### config.mk
export PLATFORM = sky130hd
export DESIGN_NAME = shiftin_chain
export DESIGN_NICKNAME = d
export VERILOG_FILES = /design/src/rtl/shiftin_pkg.sv /design/src/rtl/pad_sync_edge.sv /design/src/rtl/shiftin_chain.sv
export SDC_FILE = /design/constraint.sdc
export NUM_CORES = 1
export LEC_CHECK = 0
export ABC_AREA = 0
export CORE_MARGIN = 8
export CORE_UTILIZATION = 50
export DETAILED_ROUTE_END_ITERATION = 6
export GPL_TIMING_DRIVEN = 0
export MAX_ROUTING_LAYER = met4
export PLACE_DENSITY = 0.77
export SYNTH_ARGS = -nofsm -noshare
export SYNTH_HDL_FRONTEND = slang
export SYNTH_HIERARCHICAL = 1
export SYNTH_SLANG_ARGS = --single-unit
### constraint.sdc
create_clock -name system_clock -period 1.89 [get_ports system_clock]
set_clock_uncertainty 0.15 [all_clocks]
set_input_delay 0.189 -clock system_clock [delete_from_list [all_inputs] [get_ports system_clock]]
set_output_delay 0.189 -clock system_clock [all_outputs]
set_load 0.02 [all_outputs]
### src/rtl/shiftin_pkg.sv
// Shared definitions for the shiftin_chain console pad emulator:
// channel limit, default fill level and counter-width helper.
package shiftin_pkg;

  localparam int unsigned MAX_CHANNELS = 4;
  localparam logic        FILL_DEFAULT = 1'b1;

  // Ceiling log2; 0 for inputs of 0 or 1.
  function automatic int unsigned clog2(input int unsigned value);
    int unsigned result;
    int unsigned v;
    result = 0;
    v      = (value > 0) ? value - 1 : 0;
    while (v > 0) begin
      result = result + 1;
      v      = v >> 1;
    end
    return result;
  endfunction

  // Width of a counter that must hold values 0..max_value, at least 1 bit.
  function automatic int unsigned cnt_width(input int unsigned max_value);
    int unsigned w;
    w = clog2(max_value + 1);
    return (w == 0) ? 1 : w;
  endfunction

endpackage

### src/rtl/pad_sync_edge.sv
// Synchronises one asynchronous console pad line into system_clock and
// derives its level plus one-cycle rise/fall indications.
// Optional glitch filter enabled by defining SHIFTIN_GLITCH_FILTER_EN.
module pad_sync_edge
  import shiftin_pkg::*;
#(
  parameter int unsigned GLITCH_CYCLES = 3
) (
  input  logic system_clock,
  input  logic reset_n,
  input  logic pad,
  output logic level,
  output logic rise,
  output logic fall
);

  logic [1:0] sync;
  logic       filt;
  logic       dly;

  // Two-flop synchroniser for the asynchronous pad input.
  always_ff @(posedge system_clock or negedge reset_n) begin
    if (!reset_n) sync <= '0;
    else          sync <= {sync[0], pad};
  end

`ifdef SHIFTIN_GLITCH_FILTER_EN
  localparam int unsigned GW = cnt_width(GLITCH_CYCLES);

  logic [GW-1:0] stable_cnt;

  // Accept a new level only after GLITCH_CYCLES consecutive differing samples.
  always_ff @(posedge system_clock or negedge reset_n) begin
    if (!reset_n) begin
      filt       <= 1'b0;
      stable_cnt <= '0;
    end else if (sync[1] == filt) begin
      stable_cnt <= '0;
    end else if (stable_cnt == GW'(GLITCH_CYCLES - 1)) begin
      filt       <= sync[1];
      stable_cnt <= '0;
    end else begin
      stable_cnt <= stable_cnt + GW'(1);
    end
  end
`else
  localparam int unsigned unused_glitch_cycles = GLITCH_CYCLES;

  // Without the filter the synchronised level is used directly.
  always_comb filt = sync[1];
`endif

  // Delay flop for edge detection.
  always_ff @(posedge system_clock or negedge reset_n) begin
    if (!reset_n) dly <= 1'b0;
    else          dly <= filt;
  end

  // Level and edge indications.
  always_comb begin
    level = filt;
    rise  = filt & ~dly;
    fall  = ~filt & dly;
  end

endmodule

### src/rtl/shiftin_chain.sv
// Multi-channel parallel-in/serial-out console pad emulator. Latch
// snapshots the button words; console clock rises shift, falls update data.
// Optional pad glitch filter: define SHIFTIN_GLITCH_FILTER_EN.
module shiftin_chain
  import shiftin_pkg::*;
#(
  parameter int unsigned BITS          = 16,
  parameter int unsigned CHANNELS      = 2,
  parameter bit          LSB_FIRST     = 1'b0,
  parameter logic        FILL          = FILL_DEFAULT,
  parameter int unsigned GLITCH_CYCLES = 3
) (
  input  logic                     system_clock,
  input  logic                     reset_n,
  input  logic                     clk,
  input  logic                     latch,
  input  logic [CHANNELS*BITS-1:0] i,
  output logic [CHANNELS-1:0]      data,
  output logic                     latch_pulse,
  output logic                     frame_done
);

  localparam int unsigned CW      = cnt_width(BITS);
  localparam int unsigned OUT_IDX = LSB_FIRST ? 0 : BITS - 1;

  logic            clk_s, clk_rise, clk_fall;
  logic            latch_s, latch_rise, latch_fall;
  logic            unused_edges;
  logic [BITS-1:0] sr [CHANNELS];
  logic [CW-1:0]   cnt;

  pad_sync_edge #(.GLITCH_CYCLES(GLITCH_CYCLES)) u_clk_sync (
    .system_clock (system_clock),
    .reset_n      (reset_n),
    .pad          (clk),
    .level        (clk_s),
    .rise         (clk_rise),
    .fall         (clk_fall)
  );

  pad_sync_edge #(.GLITCH_CYCLES(GLITCH_CYCLES)) u_latch_sync (
    .system_clock (system_clock),
    .reset_n      (reset_n),
    .pad          (latch),
    .level        (latch_s),
    .rise         (latch_rise),
    .fall         (latch_fall)
  );

  assign unused_edges = clk_s ^ latch_fall;

  // One shift step toward the output end, FILL entering the vacated end.
  function automatic logic [BITS-1:0] shift_one(input logic [BITS-1:0] v);
    if (LSB_FIRST) return {FILL, v[BITS-1:1]};
    else           return {v[BITS-2:0], FILL};
  endfunction

  // Load while latched; otherwise shift on clock rise, present on clock fall.
  // A load in the same cycle as a clock rise wins because latch_s gates all
  // clock handling, so the coincident rise is simply dropped.
  always_ff @(posedge system_clock or negedge reset_n) begin
    if (!reset_n) begin
      for (int unsigned c = 0; c < CHANNELS; c++) sr[c] <= {BITS{FILL}};
      cnt         <= '0;
      data        <= {CHANNELS{FILL}};
      latch_pulse <= 1'b0;
      frame_done  <= 1'b0;
    end else begin
      latch_pulse <= latch_rise;
      frame_done  <= 1'b0;
      if (latch_s) begin
        for (int unsigned c = 0; c < CHANNELS; c++) begin
          sr[c]   <= i[c*BITS +: BITS];
          data[c] <= i[c*BITS + OUT_IDX];
        end
        cnt <= '0;
      end else begin
        if (clk_rise && (cnt < CW'(BITS))) begin
          for (int unsigned c = 0; c < CHANNELS; c++) sr[c] <= shift_one(sr[c]);
          cnt        <= cnt + CW'(1);
          frame_done <= (cnt == CW'(BITS - 1));
        end
        if (clk_fall) begin
          for (int unsigned c = 0; c < CHANNELS; c++) data[c] <= sr[c][OUT_IDX];
        end
      end
    end
  end

endmodule

# [After elaboration in Yosys (flattened, before gate mapping)]
# Index checks and enable logic that the tools add are counted.
[classes] n_addsub=1 mul=0 div_mod_pow=0 n_lt_le_gt_ge=1 n_eq_ne=1 n_shift=0 n_mux=8 n_bitwise=6 n_reduce_logical=3
[ops] op="32-bit two-way mux" n=2
[ops] op="5-bit two-way mux" n=2
[ops] op="5-bit by 1-bit adder with 5-bit output, second input constant" n=1
[ops] op="5-bit by 4-bit == test with 1-bit output, second input constant" n=1
[ops] op="5-bit < comparator, second input constant" n=1
[ops] op="2-bit two-way mux" n=2
[ops] op="2-bit nonzero test" n=2
[ops] op="1-bit AND" n=3
[ops] op="1-bit NOT" n=3
[ops] op="1-bit two-way mux" n=2
[ops] op="1-bit logical AND" n=1
[totals] regBits=47 latch_bits=0 mem_bits_rw=0 romBits=0 input_bits=36 output_inout_bits=4 wordCells=30 n_memories=0

# [Logic depth before layout (Yosys ltp)]
[depth] word_depth=5 ltp_mapped=6 ltp_nobuf=5

# [Cells and area by module]
# Netlist, hierarchy kept.
[modules_own_cells] module="shiftin_chain" instances=1 cells_per_inst=177 area_each_um2=1896.8
[modules_own_cells] module="pad_sync_edge" instances=2 cells_per_inst=5 area_each_um2=90.1

# [Worst setup path after synthesis]
# No wires, ideal clock.
[synth_path] path_kind="register to register" start="register cnt[0]" end="register cnt[4]" setup_ns=0.078 t_arrival_ns=1.256 required_ns=1.662 path_slack_ns=0.406 stages_incl_launch_ff=6 n_path_buf=0 period_less_slack_ns=1.484 path_cell_list="dfrtp_1 -> ha_1 -> and3_1 -> ha_1 -> nand2b_1 -> a21oi_1"
[synth_via] elab_chain_len=3 elab_cells_between_ends=6 cone_classes="add/sub (1); order compare (1); mux (2); reduce/logical (2)"
[synth_rtl] item="from (decl)" line="shiftin_chain.sv:30" source="logic [CW-1:0] cnt;"
[synth_rtl] item="from (signal assigned)" line="shiftin_chain.sv:80" source="cnt <= cnt + CW'(1);"
[synth_rtl] item="5-bit by 1-bit adder with 5-bit output or 5-bit < comparator (tied branches)" line="shiftin_chain.sv:80, shiftin_chain.sv:78"
[synth_rtl] item="5-bit two-way mux or 1-bit logical AND (tied branches)" line="shiftin_chain.sv:78" source="if (clk_rise && (cnt < CW'(BITS))) begin"
[synth_rtl] item="5-bit two-way mux or 2-bit nonzero test (tied branches)"
# Several ways; a longest one is shown, not always the timed one. The select of a mux whose other input is x is not followed.
# A chain may end at the register's enable or synchronous reset.

# [Worst setup path in the final report]
[layout_path] start="register data[0]" end="output data[0]"
[layout_rtl] item="from (decl)" line="shiftin_chain.sv:18" source="output logic [CHANNELS-1:0] data,"
[layout_rtl] item="from (signal assigned)" line="shiftin_chain.sv:65" source="data <= {CHANNELS{FILL}};"
[layout_rtl] item="from (signal, indexed assignment)" line="shiftin_chain.sv:74" source="data[c] <= i[c*BITS + OUT_IDX];"
# No word-level cell between the ends.

==> reports/results.ini <==
[run_status]
status = complete, no violations

[setup_path]
crit_family = buffers and inverters
worstPathMaxFanout = 2
path_class = flop to output pin
rrSetupSlack_ns = 0.26
cpMaxStageDelayCell = clkdlybuf4s50_1
r2r-start = u_clk_sync/sync[1]
crit_chain = clkdlybuf4s50_1
crit_start = data[0]
start_kind = flop
crit_end = data[0]
crit_buf_inv = 1
cp_num_cells = 1
slowest_delay_ns = 0.60
worst_setup_path_end_kind = output pin
rr_endpoint = sr[20]
required_ns = 1.55
reg2regPathDepth = 6
worstPathArrival_ns = 1.44

[place]
port_buffers = 39
gp_congestion = 0.7667
preCtsSetupSlack_ns = 0.2513
hpwlAfterDp_um = 2883

[grt]
grt_pass1_vias = 1458
track_usage = 0.1398
antenna_found_initial = 0
grt_start_max_net_pins = 31
overflow = 0
grt_pass1_wl_um = 6817

[timing]
final.min_clock_period_ns = 1.776
slew_violations = 0
max_clock_freq_mhz = 563.2
relSlewSlack = 0.7185
worst_slew_pin_slew_ns = 0.4223
setup_violations = 0
hold_viol = 0
rsz0062_at_grt = false
fin_ws_ns = 0.1144
final.period_utilization = 0.9395

[routing]
wl_um = 3944
ant_nets = 0
drt_first_pass_iters = 4
wire_per_inst_um = 13.84
drt-initial-drc-count = 53
via_count = 1419
drcViolationCount = 0
via_per_inst = 4.979

[synth]
yosysWarnings = 6
syn_nets = 224
netlist_area_um2 = 2071
synthCells = 186
synth.avg_cell_area_um2 = 11.13

[cells_and_area]
diodes = 0
finish.utilization = 0.6631
drive_above_1_share = 0.2170
final_cell_mix = 38 x nand2_1, 38 x clkdlybuf4s50_1, 34 x dfstp_2
layout.nets = 272
area_growth_pct = 28.10

[floorplanning]
ios = 40
die-area_um2 = 6457
die_w_um = 80.36
rows = 23
die_h_um = 80.36
start_util = 0.5177
core_area_um2 = 4000

[power_and_ir_drop]
p_leak_nw = 1.095
ir_drop_uv = 491.2
p_per_area_nw_per_um2 = 808.9

[cts]
cts_buffer_depth = 2
cts.clk_slew.worst_paths_ns = 0.09
cts_sinks = 47
clk_latency_ns = 0.30
ctsResizeCount = 0
cts_buffers = 5
cts_tree = built
htree_levels = 2
clock-root-buffer = clkbuf_8

[hold_path]
hold_class = primary input to flop

[run]
drv_cap = 0

## per-stage QoR
step	power, mW	setup TNS, ns	area (µm²)	hold WS, ns	instances
floorplan	1.356	0	2071	-0.2566	186
global placement	1.495	-18.79	2524	0.1870	275
detailed placement	1.507	0	2539	0.0009362	276
CTS	2.174	0	2653	0.1663	285
global route	2.252	0	2653	0.1604	285
finish	2.146	0	2653	0.1701	285
## layout make-up
cell class	count	area, µm²
repair buffers	41	415.4
clock buffers	7	96.34
plain buffers	12	76.32
flip-flops and latches	47	1219
clock inverters	1	7.507
well taps	50	62.56
inverters	2	7.507
multi-input cells	125	768.2
fillers	336	1348
## timing repair
action                                 in CTS  in global routing
buffers inserted                            0                  0
hold buffers                                1                  0
endpoints found under the hold margin      17                  0
## flip-flops by register name, summed over array words and instances, names as in the netlist
name,count
cnt,5
data,2
frame_done,1
latch_pulse,1
sr,32
u_clk_sync/dly,1
u_clk_sync/sync,2
u_latch_sync/dly,1
u_latch_sync/sync,2
## layer usage
metal / GRT usage / vias up / share of wire
li1: - / 725 / -
met1: 0.1766 / 660 / 0.48
met2: 0.2029 / 29 / 0.46
met3: 0.04799 / 5 / 0.043
met4: 0.04909 / 0 / 0.016
met5: - / - / 0
## report_power, final
| group | internal, mW | switching, mW |
|---|---|---|
| logic | 0.161 | 0.134 |
| registers | 1.15 | 0.0454 |
| clock network | 0.333 | 0.325 |
## worst min path at each step
stage,start,to,slack [ns],cells after the start
after floorplan,reset_n,cnt[0],-0.26,0
after global placement,u_latch_sync/sync[0],u_latch_sync/sync[1],0.19,0
after detailed placement,reset_n,u_clk_sync/sync[1],0.0009,1
after CTS,latch,u_latch_sync/sync[0],0.17,1
after global routing,latch,u_latch_sync/sync[0],0.16,1
final,latch,u_latch_sync/sync[0],0.17,1
(Power assumes the default switching activity.)
